$ cat config.mk
export PLATFORM = sky130hd
export DESIGN_NAME = debug_reg_dump
export DESIGN_NICKNAME = d
export VERILOG_FILES = /design/src/rtl/debug_reg_dump.sv
export SDC_FILE = /design/constraint.sdc
export NUM_CORES = 1
export LEC_CHECK = 0
export BUFFER_PORTS_ARGS = -buffer_cell sky130_fd_sc_hd__buf_2
export CORE_MARGIN = 3
export CORE_UTILIZATION = 56
export DETAILED_ROUTE_END_ITERATION = 12
export HOLD_SLACK_MARGIN = 0.05
export MAX_ROUTING_LAYER = met4
export PLACE_DENSITY = 0.87
export SETUP_SLACK_MARGIN = 0.05
export SYNTH_ARGS = -nofsm -noshare
export SYNTH_HDL_FRONTEND = slang
export SYNTH_SLANG_ARGS = --single-unit
$ cat constraint.sdc
create_clock -name i_clk -period 4.44 [get_ports i_clk]
set_input_delay 0.666 -clock i_clk [delete_from_list [all_inputs] [get_ports i_clk]]
set_output_delay 0.666 -clock i_clk [all_outputs]
set_load 0.005 [all_outputs]
$ cat src/rtl/debug_reg_dump.sv
// -----------------------------------------------------------------------------
// debug_reg_dump
//
// Walks the register file through its debug read port, from address 0 up to
// CELDAS-1. Each word is latched into a shift register and sent to a UART
// transmitter one byte at a time, most significant byte first, using a
// start/done handshake. A host can then capture the whole register file
// after the program halts.
//
// Ports:
//   i_clk       system clock, all state updates on the rising edge
//   i_reset     synchronous, active-high reset (highest priority)
//   i_start     starts a dump when sampled high in IDLE
//   o_RegAddr   address to the register file debug read port
//   i_RegDato   data from the debug read port (combinational from o_RegAddr)
//   o_tx_data   byte to transmit, valid while o_tx_start is high and held after
//   o_tx_start  one-cycle transmit request
//   i_tx_done   one-cycle pulse: current byte finished
//   o_busy      high in every state except IDLE
//   o_done      one-cycle pulse after the last byte has been acknowledged
// -----------------------------------------------------------------------------
module debug_reg_dump #(
  parameter int REGS   = 5,
  parameter int NBITS  = 32,
  parameter int CELDAS = 32,
  parameter int BYTE   = 8
) (
  input  logic             i_clk,
  input  logic             i_reset,
  input  logic             i_start,
  output logic [REGS-1:0]  o_RegAddr,
  input  logic [NBITS-1:0] i_RegDato,
  output logic [BYTE-1:0]  o_tx_data,
  output logic             o_tx_start,
  input  logic             i_tx_done,
  output logic             o_busy,
  output logic             o_done
);

  localparam int NBEATS = NBITS / BYTE;
  localparam int CNTW   = (NBEATS > 1) ? $clog2(NBEATS) : 1;
  localparam logic [CNTW-1:0] LAST_BEAT = CNTW'(NBEATS - 1);
  localparam logic [REGS-1:0] LAST_ADDR = REGS'(CELDAS - 1);

  typedef enum logic [2:0] {
    S_IDLE  = 3'd0,
    S_LATCH = 3'd1,
    S_SEND  = 3'd2,
    S_WAIT  = 3'd3,
    S_DONE  = 3'd4
  } state_t;

  state_t           r_state, w_state_nxt;
  logic [REGS-1:0]  r_addr,  w_addr_nxt;
  logic [NBITS-1:0] r_shift, w_shift_nxt;
  logic [CNTW-1:0]  r_cnt,   w_cnt_nxt;

  // State and datapath registers; reset overrides everything, mid-dump included
  always_ff @(posedge i_clk) begin
    if (i_reset) begin
      r_state <= S_IDLE;
      r_addr  <= {REGS{1'b0}};
      r_shift <= {NBITS{1'b0}};
      r_cnt   <= {CNTW{1'b0}};
    end else begin
      r_state <= w_state_nxt;
      r_addr  <= w_addr_nxt;
      r_shift <= w_shift_nxt;
      r_cnt   <= w_cnt_nxt;
    end
  end

  // Next-state and datapath update logic
  always_comb begin
    w_state_nxt = r_state;
    w_addr_nxt  = r_addr;
    w_shift_nxt = r_shift;
    w_cnt_nxt   = r_cnt;
    case (r_state)
      S_IDLE: begin
        // i_tx_done is deliberately ignored here
        if (i_start) begin
          w_addr_nxt  = {REGS{1'b0}};
          w_state_nxt = S_LATCH;
        end else begin
          w_state_nxt = S_IDLE;
        end
      end
      S_LATCH: begin
        // Address has been stable for a full cycle, so the read data is settled
        w_shift_nxt = i_RegDato;
        w_cnt_nxt   = {CNTW{1'b0}};
        w_state_nxt = S_SEND;
      end
      S_SEND: begin
        // The TX takes at least one cycle, so a done pulse here is spurious
        w_state_nxt = S_WAIT;
      end
      S_WAIT: begin
        if (i_tx_done) begin
          if (r_cnt != LAST_BEAT) begin
            w_shift_nxt = r_shift << BYTE;
            w_cnt_nxt   = r_cnt + CNTW'(1);
            w_state_nxt = S_SEND;
          end else if (r_addr != LAST_ADDR) begin
            w_addr_nxt  = r_addr + REGS'(1);
            w_state_nxt = S_LATCH;
          end else begin
            // Address holds at the last register; no wrap
            w_state_nxt = S_DONE;
          end
        end else begin
          w_state_nxt = S_WAIT;
        end
      end
      S_DONE: begin
        w_state_nxt = S_IDLE;
      end
      default: begin
        w_state_nxt = S_IDLE;
      end
    endcase
  end

  // All outputs come from registers or a decode of the state register only
  assign o_RegAddr  = r_addr;
  assign o_tx_data  = r_shift[NBITS-1 -: BYTE];
  assign o_tx_start = (r_state == S_SEND);
  assign o_busy     = (r_state != S_IDLE);
  assign o_done     = (r_state == S_DONE);

endmodule

==> metrics.md, run 1 <==
| Metric | Value |
|---|---|
| Starting Density | 61.1% |
| Hold Violations, Final | 0 |
| PD cells | roughly 340 mW/mm^2 |
| FF/Latch Area | between 800 and 900 um^2 |
| Met3 GRT Util | a little under 7% |
| GR peak layer | met2 |
| Crit-path leading delay family | flip-flops |
| DP Area | 0.00211 mm^2 |
| Commonest non-fill, non-tap cells in the layout | buf_2 (51), dfxtp_1 (41), nor2_1 (36) |
| CP max stage cell | dfxtp_2 |
| Final GP Congestion | ~0.75 |
| Post-CTS Resized | 0 |
| Die Ht | 64.9 um |
| Register area share after synthesis | 43.3% |
| Core box area | 0.00318 mm^2 |
| Area of the multi-input gates | ~950 um^2 |
| First-iteration detailed-routing DRC count | between 70 and 80 |
| Max H-tree Level | 2 |
| First-pass GRT wire length | 6.40 mm |
| # DRC | 0 |
| Slew Limit Fails | 0 |
| Final WL | around 3.7 mm |
| Tmin final | ~2500 ps |
| Synth Register Bits | 42 |
| Die ar. | approximately 0.0042 mm^2 |
| Final ANT Viol Nets | 0 |
| IO Count | 52 |
| Nets | around 280 |
| Root buffer cell | clkbuf_4 |
| Setup crit end kind | primary output |
| Synthesized net count | ~240 |
| PnR worst setup slack | 1980 ps |
| Crit path max fanout | 35 |
| Critical Path, Cell by Cell | inv_1 > nor3_1 > buf_2 |
| Most common cell after layout, fill and taps aside | buf_2 |
| CTS tree | yes |
| Aggregate global routing overflow | 0 |
| Dpl ws | approximately 2300 ps |
| Gr usage total | roughly 20% |
| Syn Inst Count | 205 |
| CP Buf/Inv Count | 2 |
| Initial antenna violation count | 0 |
| Power Total | between 0.0007 and 0.0008 W |
| Largest net degree at the start of global routing | 49 |
| ANT cells | 0 |
| CTS max path bufs | 2 |
| Arrival @ worst endpoint | roughly 1800 ps |
| CTS Buf Count | 5 |
| Status | completed |
| Number of max-cap violations | 0 |
| Max Clock Freq | about 400 MHz |
| Met2 GRT Util | 30.0% |
| Synth unique cells | 36 |
| Largest stage delay, worst path | ~930 ps |
| WS Path Type | reg2out |
| Leakage Power | 0.882 nW |
| DR WL/cell | around 13 um |
| WP data required | roughly 3800 ps |
| Clk_lat worst skew | between 300 and 400 ps |
| Crit start category | flop |
| Layout Skew | roughly 4.8 ps |
| CTS Sinks | 42 |
| Hpwl dp | 2.62 mm |
| Endpoints failing setup | 0 |
| Number of post-CTS setup repair buffers | 0 |
| Unrepaired setup endpoints after global routing | false |
| Buffers on Ports | 51 |
| Layout cells sized above 1 | between 20 and 30% |
| Post-Syn Area | 0.00194 mm^2 |
| Routed vias/inst | between 5 and 6 |
| Worst Hold Class | reg2reg |
| Syn Area/Cell | approximately 9.5 um^2 |
| Die width | ~65 um |
| Final critical-path share of the clock period | 55.5% |
| Setup TNS | 0 ps |
| Fillers | 296 |
| Synth warn | 0 |
| Row count | 20 |
| VDD IR max | 0.227 mV |
| Router iterations before antenna repair | 4 |
| Design Area, Final | 0.00216 mm^2 |
| Fin util | 67.9% |
| Slew @ Worst Pin | 897 ps |
| Area Overhead vs Synth | 11.1% |
| Vias | approximately 1.5k |
| Worst-path clk slew | around 110 ps |
| CTS Hold Bufs | 0 |
| Max_slew headroom | around two fifths |
| Vias in the first global route | around 1.4k |
| GRT met1 Usage | roughly 25% |
[metrics by stage]
| step | hold slack (ps) | instances |
|---|---|---|
| final | 478 | 284 |
| after global routing | 504 | 284 |
| after CTS | 485 | 284 |
| after detailed placement | 467 | 277 |
| after global placement | 461 | 277 |
| after floorplan | 460 | 205 |
[kinds of logic after synthesis]
| group | count (synthesis) | synth area share, % |
|---|---|---|
| AO/OA/AOI/OAI | 45 | 17.1 |
| flip-flops | 42 | 43.3 |
| multiplexers | 26 | 13.7 |
| adder cells (fa/ha/maj) | 3 | 1.93 |
| AND/OR/NAND/NOR | 63 | 16.0 |
| buffers and inverters | 26 | 7.99 |
[synth_stat cells (all sizes together)]
| library cell | n | share of area [%] |
|---|---|---|
| nor2b | 1 | 0.32 |
| and2b | 2 | 0.90 |
| buf | 18 | 5.9 |
| a211oi | 24 | 9.3 |
| and3 | 1 | 0.32 |
| or4b | 1 | 0.71 |
| and2 | 1 | 0.32 |
| a21oi | 2 | 0.52 |
| nor4 | 1 | 0.32 |
| nand4bb | 1 | 0.58 |
| clkbuf | 6 | 1.7 |
| nor3 | 5 | 1.3 |
| nor3b | 1 | 0.39 |
| inv | 2 | 0.39 |
| a22oi | 9 | 3.5 |
| a31oi | 1 | 0.32 |
| dfxtp | 42 | 43 |
| nand4 | 4 | 1.3 |
| o21a | 1 | 0.39 |
| nand3 | 5 | 1.3 |
| nand2 | 1 | 0.19 |
| ha | 3 | 1.9 |
| o311a | 1 | 1.1 |
| mux2 | 1 | 0.77 |
| or3 | 2 | 0.71 |
| nor2 | 36 | 7.0 |
| or2b | 1 | 0.45 |
| mux2i | 25 | 13 |
| o21ai | 7 | 2.0 |
[metal layers]
layer,vias to the layer above,wire (um)
met5,-,0
met4,0,55
met3,6,237
met2,35,1680
met1,682,1740
li1,809,-
[report_power, final]
group	internal, W	switching [W]	leakage [nW]
sequential	0.000405	0.0000261	0.344
clock	0.0000598	0.000114	0.0254
combinational	0.0000621	0.0000595	0.512
total	0.000527	0.000199	0.882
[path summary, 6_finish.rpt]
path | start | endpoint | depth (start not counted) | slack (ps)
worst max-delay path | r_state[1]$_SDFF_PP0_ | o_tx_start | 3 | 1980
worst min-delay path | o_RegAddr[3]$_SDFFE_PP0P_ | o_RegAddr[3]$_SDFFE_PP0P_ | 1 | 480
worst min register to register | o_RegAddr[3]$_SDFFE_PP0P_ | o_RegAddr[3]$_SDFFE_PP0P_ | 1 | 480
worst max register to register | r_state[1]$_SDFF_PP0_ | o_RegAddr[3]$_SDFFE_PP0P_ | 4 | 2320
[flip-flops by register name (all words and copies together) (netlist names)]
name and cells:
r_cnt 2, r_state 3, r_shift 32, o_RegAddr 5
[area by class of cell]
class | count | area share, %
multi-input cells | 137 | 43.8
inverters | 2 | 0.348
well taps | 44 | 2.55
flip-flops and latches | 42 | 39.0
repair buffers | 52 | 12.2
clock buffers | 7 | 2.09
Note: power is estimated with default switching activity, not from simulation.
==> run 2: changes to the inputs <==
Settings changed: CORE_UTILIZATION 56 to 47, PLACE_DENSITY 0.87 to 0.78.
Clock period 4.44 ns to 2.1 ns, I/O delays scaled along.
==> metrics.md, run 2 (synthesis results as in run 1) <==
| Metric | Value |
|---|---|
| Status | completed |
| Max Clock Freq | about 500 MHz |
| Hold Crit Depth | 3 (+2) |
| Vias | 1525 (-0.46%) |
| Arrival @ worst endpoint | 2170 ps (+370 ps) |
| Max_slew headroom | 69.7% (+30 points) |
| Tmin final | slightly below 2000 ps |
| Dpl ws | 121 ps (-2220 ps) |
| CP dominant cell by count | ha_1 |
| Unrepaired setup endpoints after global routing | false |
| Final GP Congestion | 0.763 (+1.5%) |
| WHS Endpoint | r_shift[1]$_SDFFE_PP0P_ |
| ANT cells | 0 (unchanged) |
| Setup crit end kind | flop |
| Met2 GRT Util | 20.9% (-9.1 points) |
| Leakage Power | 0.919 nW (+4.2%) |
| HP Start | i_RegDato[1] |
| Reg2reg setup slack | 110 ps (-2210 ps) |
| Slew Limit Fails | 0 (unchanged) |
| Critical Path, Cell by Cell | ha_1 > and3_1 > ha_1 > or2b_2 > o311a_4 > mux2_4 |
| Worst-path clk slew | 70 ps (-40 ps) |
| Largest net degree at the start of global routing | 49 (unchanged) |
| CTS Buf Count | 5 (unchanged) |
| Largest stage delay, worst path | 350 ps (-580 ps) |
| Final ANT Viol Nets | 0 (unchanged) |
| # DRC | 0 (unchanged) |
| Design Area, Final | 0.00224 mm^2 (+4.0%) |
| Crit-path leading delay family | simple AND/OR/NAND/NOR gates |
| GRT met1 Usage | 21.6% (-3.8 points) |
| Top reg by flops | r_shift |
| WHS | 254 ps (-224 ps) |
| First-iteration detailed-routing DRC count | 71 (-1.4%) |
| CTS tree | yes |
| First-pass GRT wire length | 5.95 mm (-7.1%) |
| Buffers on Ports | 51 (unchanged) |
| Row count | 22 (+10%) |
| Router iterations before antenna repair | 4 (unchanged) |
| Gr usage total | 15.5% (-4.7 points) |
| Worst Hold Class | in2reg |
| Slew @ Worst Pin | 453 ps (-443 ps) |
| Number of max-cap violations | 0 (unchanged) |
| Endpoints failing setup | 0 (unchanged) |
| Aggregate global routing overflow | 0 (unchanged) |
| Final WL | 3.76 mm (+1.4%) |
| Hpwl dp | 2.60 mm (-0.66%) |
| Max reg flops | 32 (unchanged) |
| Crit start category | flop |
| Fin util | 58.7% (-9.2 points) |
| Worst r2r src | o_RegAddr[0]$_SDFFE_PP0P_ |
| PnR worst setup slack | 111 ps (-1870 ps) |
| Worst reg2reg path endpoint | o_RegAddr[0]$_SDFFE_PP0P_ |
| Vias in the first global route | 1279 (-11%) |
| CTS Sinks | 42 (unchanged) |
| Starting Density | 50.8% (-10 points) |
| Met3 GRT Util | 3.88% (-3.0 points) |
| Layout cells sized above 1 | 29.6% (+2.1 points) |
| CTS Hold Bufs | 0 (unchanged) |
| WP data required | 2280 ps (-1490 ps) |
| Commonest non-fill, non-tap cells in the layout | buf_2 (51), dfxtp_1 (40), nor2_1 (36) |
| Core box area | 0.00383 mm^2 (+20%) |
| PD cells | 757 mW/mm^2 (+120%) |
| Hold Violations, Final | 0 (unchanged) |
| Crit path max fanout | 5 (-86%) |
| Layout Skew | 5.48 ps (+0.670 ps) |
| IO Count | 52 (unchanged) |
| Clk_lat worst skew | 290 ps (-50 ps) |
| Final critical-path share of the clock period | a little over nine tenths |
| GR peak layer | met1 |
| WS Path Type | reg2reg |
| VDD IR max | 0.488 mV (+120%) |
| Root buffer cell | clkbuf_8 |
| DR WL/cell | 12.9 um (-1.0%) |
| DP Area | 0.00215 mm^2 (+1.5%) |
| Setup TNS | 0 ps (unchanged) |
| Nets | 281 (+0.72%) |
| Most common cell after layout, fill and taps aside | buf_2 |
| Max H-tree Level | 2 (unchanged) |
| R2R cell count | 6 (+2) |
| Die ar. | 0.00494 mm^2 (+17%) |
| Initial antenna violation count | 0 (unchanged) |
| Routed vias/inst | 5.24 (-2.9%) |
| CP Buf/Inv Count | 0 (-2) |
| CP max stage cell | dfxtp_2 |
| Die width | 70.3 um (+8.3%) |
| Area Overhead vs Synth | 15.6% |
| CTS max path bufs | 2 (unchanged) |
| Die Ht | 70.3 um (+8.3%) |
run 2: cell types whose count changed in the layout (fill, tap and decap cells not counted), sizes merged:
cell and delta:
buf +2, clkinv +1
run 2: how the worst max path moves through the flow:
stage / endpoint / from / slack, ps / cells after the start
after floorplan: o_RegAddr[0]$_SDFFE_PP0P_ / o_RegAddr[0]$_SDFFE_PP0P_ / 180 / 6
after global placement: o_RegAddr[0]$_SDFFE_PP0P_ / o_RegAddr[0]$_SDFFE_PP0P_ / 150 / 6
after detailed placement: o_RegAddr[2]$_SDFFE_PP0P_ / o_RegAddr[0]$_SDFFE_PP0P_ / 120 / 7
after CTS: o_RegAddr[0]$_SDFFE_PP0P_ / o_RegAddr[0]$_SDFFE_PP0P_ / 110 / 6
after global routing: o_RegAddr[2]$_SDFFE_PP0P_ / o_RegAddr[0]$_SDFFE_PP0P_ / 50 / 7
final: o_RegAddr[0]$_SDFFE_PP0P_ / o_RegAddr[0]$_SDFFE_PP0P_ / 110 / 6
run 2: worst register-to-register path, cell delays in order (launching register included):
cell	delay, ps
dfxtp_2	350
ha_1	220
and3_1	200
ha_1	190
or2b_2	340
o311a_4	330
mux2_4	250
run 2: area by class of cell:
type                            count  area, um^2
Clock inverter                      1        5.00
Timing Repair Buffer               54         290
Multi-Input combinational cell    137         952
Clock buffer                        7        86.3
Fill cell                         360        1580
Sequential cell                    42         843
Tap cell                           48        60.1
Inverter                            2        7.51
run 2: per-layer routing:
metal  vias to the layer above  share of wire (%)
met3                         3                5.6
met4                         0               0.82
met5                         -                  0
met2                        41                 43
met1                       668                 50
li1                        813                  -
run 2: where the power goes:
group          total, W  leakage (nW)  switching, W  internal [W]
sequential     0.000894         0.345     0.0000379      0.000856
clock          0.000522        0.0482      0.000257      0.000265
combinational  0.000283         0.526      0.000145      0.000138
total           0.00170         0.919      0.000440       0.00126
run 2: through the flow:
| stage | std cells | total power (W) |
|---|---|---|
| global route | 291 | 0.00180 |
| detailed placement | 283 | 0.00120 |
| CTS | 291 | 0.00173 |
| finish | 291 | 0.00170 |
| global placement | 283 | 0.00119 |
| floorplan | 205 | 0.00113 |
run 2: repair_timing:
item / CTS / global route
setup buffers: 0 / 0
gates resized for setup: 0 / 3
endpoints found under the setup margin: 0 / 3
